**config.mk**
```make
export PLATFORM = sky130hd
export DESIGN_NAME = bth_cmd_ctrl_flat
export DESIGN_NICKNAME = d
export VERILOG_FILES = /design/src/rtl/bth_cmd_ctrl_if.sv /design/src/rtl/bth_cmd_ctrl.sv /design/src/flat_wrapper.sv
export SDC_FILE = /design/constraint.sdc
export NUM_CORES = 1
export LEC_CHECK = 0
export ABC_CLOCK_PERIOD_IN_PS = 3400
export CORE_UTILIZATION = 40
export DETAILED_ROUTE_END_ITERATION = 16
export GPL_TIMING_DRIVEN = 0
export SLEW_MARGIN = 20
export SYNTH_ARGS = -nofsm -noshare
export SYNTH_HDL_FRONTEND = slang
export SYNTH_SLANG_ARGS = --single-unit
```
**constraint.sdc**
```tcl
create_clock -name clk -period 3.4 [get_ports clk]
set_clock_uncertainty 0.1 [all_clocks]
set_input_delay 0.34 -clock clk [delete_from_list [all_inputs] [get_ports clk]]
set_output_delay 0.34 -clock clk [all_outputs]
set_load 0.1 [all_outputs]
```
**src/rtl/bth_cmd_ctrl_if.sv**
```systemverilog
// UART-side handshake bundle for the Bluetooth command sequencer.
// master = receiver/transmitter side, slave = command controller.
interface bth_cmd_ctrl_if;
  logic       rx_valid;
  logic [7:0] rx_data;
  logic       tx_busy;
  logic       tx_start;
  logic [7:0] tx_data;

  modport master (output rx_valid, output rx_data, output tx_busy,
                  input  tx_start, input  tx_data);
  modport slave  (input  rx_valid, input  rx_data, input  tx_busy,
                  output tx_start, output tx_data);
endinterface

```
**src/rtl/bth_cmd_ctrl.sv**
```systemverilog
// Bluetooth command sequencer: assembles 3-byte frames (opcode, argument,
// terminator), drives bulbs / 7-segment digit and returns one ACK/NAK byte per frame.
module bth_cmd_ctrl #(
  parameter int unsigned TIMEOUT_CYC = 500000,
  parameter logic [7:0]  ACK_BYTE    = 8'h4B,
  parameter logic [7:0]  NAK_BYTE    = 8'h45
) (
  input  logic               clk,
  input  logic               reset,
  bth_cmd_ctrl_if.slave      bus,
  output logic [2:0]         bulb,
  output logic [7:0]         dsply,
  output logic [1:0]         ste,
  output logic               err
);

  localparam int unsigned     CNT_W    = $clog2(TIMEOUT_CYC);
  localparam logic [CNT_W-1:0] CNT_LAST = CNT_W'(TIMEOUT_CYC - 1);

  localparam logic [7:0] OP_ON  = 8'h4E;
  localparam logic [7:0] OP_OFF = 8'h46;
  localparam logic [7:0] OP_DIG = 8'h44;

  typedef enum logic [1:0] {
    S_IDLE    = 2'b00,
    S_GOT_OP  = 2'b01,
    S_GOT_ARG = 2'b10,
    S_RESP    = 2'b11
  } state_t;

  state_t           r_state, w_state_nxt;
  logic [7:0]       r_op, w_op_nxt;
  logic [7:0]       r_arg, w_arg_nxt;
  logic [CNT_W-1:0] r_cnt, w_cnt_nxt;
  logic [2:0]       r_bulb, w_bulb_nxt;
  logic [7:0]       r_dsply, w_dsply_nxt;
  logic             r_tx_start, w_tx_start_nxt;
  logic [7:0]       r_tx_data, w_tx_data_nxt;
  logic             r_err, w_err_nxt;

  logic             w_is_term, w_op_ok, w_arg_ok, w_expired;
  logic             w_nak, w_ack;
  logic [2:0]       w_mask;

  function automatic logic is_hex_upper(input logic [7:0] b);
    return ((b >= 8'h30) && (b <= 8'h39)) || ((b >= 8'h41) && (b <= 8'h46));
  endfunction

  function automatic logic arg_legal(input logic [7:0] op, input logic [7:0] b);
    if (op == OP_DIG) return is_hex_upper(b);
    return (b >= 8'h31) && (b <= 8'h33);
  endfunction

  // ASCII '0'..'9' / 'A'..'F' to nibble
  function automatic logic [3:0] hex_val(input logic [7:0] b);
    if (b <= 8'h39) return b[3:0];
    return 4'(b[3:0] + 4'd9);
  endfunction

  function automatic logic [7:0] glyph(input logic [3:0] v);
    case (v)
      4'h0: return 8'b00000011;  4'h1: return 8'b10011111;
      4'h2: return 8'b00100101;  4'h3: return 8'b00001101;
      4'h4: return 8'b10011001;  4'h5: return 8'b01001001;
      4'h6: return 8'b01000001;  4'h7: return 8'b00011111;
      4'h8: return 8'b00000001;  4'h9: return 8'b00001001;
      4'hA: return 8'b00010001;  4'hB: return 8'b11000001;
      4'hC: return 8'b01100011;  4'hD: return 8'b10000101;
      4'hE: return 8'b01100001;  default: return 8'b01110001;
    endcase
  endfunction

  assign w_is_term = (bus.rx_data == 8'h0A) || (bus.rx_data == 8'h0D);
  assign w_op_ok   = (bus.rx_data == OP_ON) || (bus.rx_data == OP_OFF) ||
                     (bus.rx_data == OP_DIG);
  assign w_arg_ok  = arg_legal(r_op, bus.rx_data);
  assign w_expired = (r_cnt == CNT_LAST);

  // bulb 1 is the MSB
  always_comb begin
    case (r_arg[1:0])
      2'b01:   w_mask = 3'b100;
      2'b10:   w_mask = 3'b010;
      default: w_mask = 3'b001;
    endcase
  end

  always_ff @(posedge clk or posedge reset) begin
    if (reset) begin
      r_state    <= S_IDLE;
      r_op       <= '0;
      r_arg      <= '0;
      r_cnt      <= '0;
      r_bulb     <= '0;
      r_dsply    <= 8'b11111110;
      r_tx_start <= 1'b0;
      r_tx_data  <= '0;
      r_err      <= 1'b0;
    end else begin
      r_state    <= w_state_nxt;
      r_op       <= w_op_nxt;
      r_arg      <= w_arg_nxt;
      r_cnt      <= w_cnt_nxt;
      r_bulb     <= w_bulb_nxt;
      r_dsply    <= w_dsply_nxt;
      r_tx_start <= w_tx_start_nxt;
      r_tx_data  <= w_tx_data_nxt;
      r_err      <= w_err_nxt;
    end
  end

  always_comb begin
    w_state_nxt = r_state;
    case (r_state)
      S_IDLE: begin
        if (bus.rx_valid && !w_is_term) w_state_nxt = w_op_ok ? S_GOT_OP : S_RESP;
      end
      S_GOT_OP: begin
        if (bus.rx_valid)   w_state_nxt = w_arg_ok ? S_GOT_ARG : S_RESP;
        else if (w_expired) w_state_nxt = S_RESP;
      end
      S_GOT_ARG: begin
        if (bus.rx_valid || w_expired) w_state_nxt = S_RESP;
      end
      default: begin
        if (!bus.tx_busy) w_state_nxt = S_IDLE;
      end
    endcase
  end

  // A received byte always takes priority over timeout expiry.
  always_comb begin
    w_op_nxt       = r_op;
    w_arg_nxt      = r_arg;
    w_cnt_nxt      = '0;
    w_bulb_nxt     = r_bulb;
    w_dsply_nxt    = r_dsply;
    w_tx_start_nxt = 1'b0;
    w_tx_data_nxt  = r_tx_data;
    w_err_nxt      = r_err;
    w_nak          = 1'b0;
    w_ack          = 1'b0;
    case (r_state)
      S_IDLE: begin
        if (bus.rx_valid && !w_is_term) begin
          if (w_op_ok) w_op_nxt = bus.rx_data;
          else         w_nak    = 1'b1;
        end
      end
      S_GOT_OP: begin
        if (bus.rx_valid) begin
          if (w_arg_ok) w_arg_nxt = bus.rx_data;
          else          w_nak     = 1'b1;
        end else if (w_expired) begin
          w_nak = 1'b1;
        end else begin
          w_cnt_nxt = r_cnt + CNT_W'(1);
        end
      end
      S_GOT_ARG: begin
        if (bus.rx_valid) begin
          if (w_is_term) begin
            w_ack = 1'b1;
            if (r_op == OP_ON)       w_bulb_nxt  = r_bulb | w_mask;
            else if (r_op == OP_OFF) w_bulb_nxt  = r_bulb & ~w_mask;
            else                     w_dsply_nxt = glyph(hex_val(r_arg));
          end else begin
            w_nak = 1'b1;
          end
        end else if (w_expired) begin
          w_nak = 1'b1;
        end else begin
          w_cnt_nxt = r_cnt + CNT_W'(1);
        end
      end
      default: begin
        if (!bus.tx_busy) w_tx_start_nxt = 1'b1;
      end
    endcase
    if (w_nak) begin
      w_tx_data_nxt = NAK_BYTE;
      w_err_nxt     = 1'b1;
    end else if (w_ack) begin
      w_tx_data_nxt = ACK_BYTE;
      w_err_nxt     = 1'b0;
    end
  end

  assign bus.tx_start = r_tx_start;
  assign bus.tx_data  = r_tx_data;
  assign bulb         = r_bulb;
  assign dsply        = r_dsply;
  assign ste          = r_state;
  assign err          = r_err;

endmodule

```
**src/flat_wrapper.sv**
```systemverilog
// flat-port wrapper written by rule: the top's interface ports become plain ports
module bth_cmd_ctrl_flat 
#(
  parameter int unsigned TIMEOUT_CYC = 500000,
  parameter logic [7:0]  ACK_BYTE    = 8'h4B,
  parameter logic [7:0]  NAK_BYTE    = 8'h45
)
  (clk, reset, bulb, dsply, ste, err, bus_rx_valid, bus_rx_data, bus_tx_busy, bus_tx_start, bus_tx_data);
  bth_cmd_ctrl_if bus_i ();
  input  logic clk;
  input  logic reset;
  output logic [2:0] bulb;
  output logic [7:0] dsply;
  output logic [1:0] ste;
  output logic err;
  input wire logic [$bits(bus_i.rx_valid)-1:0] bus_rx_valid;
  input wire logic [$bits(bus_i.rx_data)-1:0] bus_rx_data;
  input wire logic [$bits(bus_i.tx_busy)-1:0] bus_tx_busy;
  output wire logic [$bits(bus_i.tx_start)-1:0] bus_tx_start;
  output wire logic [$bits(bus_i.tx_data)-1:0] bus_tx_data;
  assign bus_i.rx_valid = bus_rx_valid;
  assign bus_i.rx_data = bus_rx_data;
  assign bus_i.tx_busy = bus_tx_busy;
  assign bus_tx_start = bus_i.tx_start;
  assign bus_tx_data = bus_i.tx_data;
  bth_cmd_ctrl #(.TIMEOUT_CYC(TIMEOUT_CYC), .ACK_BYTE(ACK_BYTE), .NAK_BYTE(NAK_BYTE)) u_core (.clk(clk), .reset(reset), .bus(bus_i), .bulb(bulb), .dsply(dsply), .ste(ste), .err(err));
endmodule
```
==> flow_summary.toml <==
[grt]
track_usage_pct = 16.51
grt_pass1_wl_um = 10020
grt_max_degree = 35
antenna_found_initial = 0
grt_pass1_vias = 2181
grt_overflow_total = 0

[sta]
setup_viol = 0
hold-worst-slack_ps = 206.2
post-route-period-util_pct = 84.29
fin_crit_ps = 2866
worst_pin_slew_ps = 970.5
hold_viol = 0
report.final.slew_viol_count = 0
fmax_mhz = 348.9
tns_ps = 0
slew_headroom_pct = 35.09
grt_setup_unrepaired = "false"

[cts]
ctsHoldBuffers = 0
cts_tree = "yes"
cts-root-buf = "clkbuf_8"
cts_made_buffers = 5
cts.sinks = 52
ctsResizeCount = 0
clk_pin_slew_worst_paths_ps = 90
htreeDepth = 2
cts_setup_buffers = 0
clk_path_buf_depth = 2
insertion_delay_ps = 300

[yosys]
ys_seq_area_share_pct = 43.81
syn_area_um2 = 2990
synth_top_family_by_area = "simple AND/OR/NAND/NOR gates"
synth_seq_cells = 52
synthCells = 288
synthAdderAreaFrac_pct = 6.695
synth_edf_count = 0
synthMuxAreaShare_pct = 7.029
ys_types = 64
yosys.area_share.simple_pct = 20.88
async_reset_ff_share_pct = 100.0
synth_xor_area_share_pct = 4.979
synth_compound_area_share_pct = 11.55
ys.flop_type = "dfrtp_1"
synth.avg_cell_area_um2 = 10.38
yosysWarnings = 0

[worst_setup_path]
critical_path.slowest_cell = "mux2i_1"
crit_buf_inv = 2
crit_fanout = 6
slowest_delay_ps = 530
reg2reg_slack_ps = 530
r2r_end = "u_core.dsply[1]$_DFFE_PP1P_"
cp.arrival_ps = 3000
cp-end-kind = "flop"
cp_top_family = "multiplexers"
worstPathRequired_ps = 3540
reg2regPathDepth = 10
r2r_start = "u_core.r_arg[0]$_DFFE_PP0P_"
critical_path.cell_chain = "inv_1 -> ha_1 -> o21bai_4 -> a211oi_4 -> mux2i_1 -> inv_1 -> ha_1 -> mux2_2 -> a22oi_1 -> o21ai_0"
start_kind = "flop"
path_class = "reg -> reg"

[finish]
drive_above_1_share_pct = 17.93
layout_common_cells = "dfrtp_1, nor2_1, clkdlybuf4s50_1, nand2_1, ha_1"
final_cells = 428
antenna_cells = 0
regArea_um2 = 1310
fillers = 717
layout_commonest_cell = "dfrtp_1"
synthToLayoutAreaGrowth_pct = 17.82
multi_input_area_um2 = 1540
utilization_pct = 48.58
layout.nets = 356

[drt]
drt_first_pass_iters = 4
wl_per_cell_um = 13.31
route.top_layer_used = "met4"
dr_total_vias = 2199
ant_nets = 0
wl_met2_um = 2693
first_iter_violations = 98
wl_met1_um = 2771
wl_um = 5698
wl_met3_um = 166
remaining_drc_errors = 0
via_per_inst = 5.138

[floorplanning]
num_rows = 31
core_um2 = 7253
dieArea_um2 = 7826
start_util_pct = 41.23
die_w_um = 88.47
io_pins = 35
die_height_um = 88.47

[run_status]
status = "finished, final reports clean"

[placed_design]
place_congestion = 0.7469
dp.cells = 420
hpwl_um = 4297
io_buffers = 30

[pwr]
power.density_nw_per_um2 = 528.6
leakage_nw = 1.583
ir_drop_uv = 733.4
p_total_mw = 1.862

[worst_hold_path]
min_path_cells = 2
hold_class = "in -> reg"
min_to = "u_core.r_op[1]$_DFFE_PP0P_"
hp-start = "bus_rx_data[1]"

[job]
drv_cap = 0
## cell usage after synthesis (2+ instances only)
cell type | instances | share of area, %
a21oi_1 | 6 | 1.0
a22oi_1 | 3 | 0.75
and2_1 | 2 | 0.42
and3_1 | 8 | 1.7
and4_1 | 2 | 0.59
buf_4 | 7 | 1.8
buf_6 | 4 | 1.5
dfrtp_1 | 45 | 38
dfstp_2 | 7 | 6.2
ha_1 | 16 | 6.7
inv_1 | 12 | 1.5
mux2_2 | 15 | 5.6
mux2i_1 | 3 | 1.0
nand2_1 | 23 | 2.9
nand3_1 | 6 | 1.0
nand4_1 | 2 | 0.42
nor2_1 | 30 | 3.8
nor2b_1 | 9 | 1.9
nor3_1 | 3 | 0.50
nor3b_1 | 3 | 0.75
nor4_1 | 2 | 0.42
nor4b_1 | 3 | 0.88
nor4b_2 | 2 | 1.0
o21ai_0 | 14 | 2.3
o22ai_1 | 2 | 0.42
o31a_1 | 2 | 0.59
o31ai_1 | 2 | 0.50
or2_2 | 3 | 0.63
or3_1 | 2 | 0.42
xnor2_1 | 11 | 3.2
xor2_1 | 6 | 1.8
## layout make-up
class	instances	area share, %
clock buffer	7	2.166
inverter	12	1.278
buffer	12	2.912
clock inverter	1	0.1420
tap	99	3.516
timing repair buffer	31	9.091
multi-input combinational	214	43.71
sequential	52	37.18
## registers in the layout, indices dropped and copies added (netlist names), named ones only
signal	count
u_core.bus.tx_data	3
u_core.r_arg	8
u_core.dsply	8
u_core.r_op	8
u_core.bus.tx_start	1
u_core.ste	2
u_core.r_cnt	19
## metal layers
| metal | vias up | global-route usage, % |
|---|---|---|
| met4 | 0 | 4.399 |
| met5 | - | 0 |
| met3 | 8 | 2.799 |
| li1 | 1084 | - |
| met2 | 38 | 28.60 |
| met1 | 1069 | 21.36 |
## report_power, final
group	switching, mW	total, mW	leakage, nW	internal [mW]
clock network	0.200	0.345	0.0422	0.145
logic	0.507	0.789	0.872	0.282
registers	0.0552	0.728	0.669	0.673
## cell families after synthesis
kind of cell | after synthesis
AOI/OAI and AO/OA | 46
xor gates and xnor gates | 17
adders and majority gates | 16
buffers and inverters | 24
DFF | 52
muxes | 19
other | 1
and+or+nand+nor | 113
## stage by stage
| step | setup slack [ps] | instance area, µm² |
|---|---|---|
| after detailed placement | 530.5 | 3442 |
| after floorplan | 872.4 | 2998 |
| after global placement | 620.5 | 3422 |
| final | 534.2 | 3523 |
| after global routing | 302.4 | 3523 |
| after CTS | 509.7 | 3523 |
## worst max path at each step
| stage | startpoint | endpoint | slack [ps] | depth (start not counted) |
|---|---|---|---|---|
| floorplan | u_core.r_arg[0]$_DFFE_PP0P_ | u_core.dsply[1]$_DFFE_PP1P_ | 870 | 10 |
| global placement | u_core.r_arg[0]$_DFFE_PP0P_ | u_core.dsply[1]$_DFFE_PP1P_ | 620 | 10 |
| detailed placement | u_core.r_arg[1]$_DFFE_PP0P_ | u_core.dsply[1]$_DFFE_PP1P_ | 530 | 10 |
| CTS | u_core.r_arg[1]$_DFFE_PP0P_ | u_core.dsply[1]$_DFFE_PP1P_ | 510 | 10 |
| global route | u_core.r_arg[1]$_DFFE_PP0P_ | u_core.dsply[1]$_DFFE_PP1P_ | 300 | 10 |
| finish | u_core.r_arg[0]$_DFFE_PP0P_ | u_core.dsply[1]$_DFFE_PP1P_ | 530 | 10 |
Note: power is estimated with default switching activity, not from simulation.
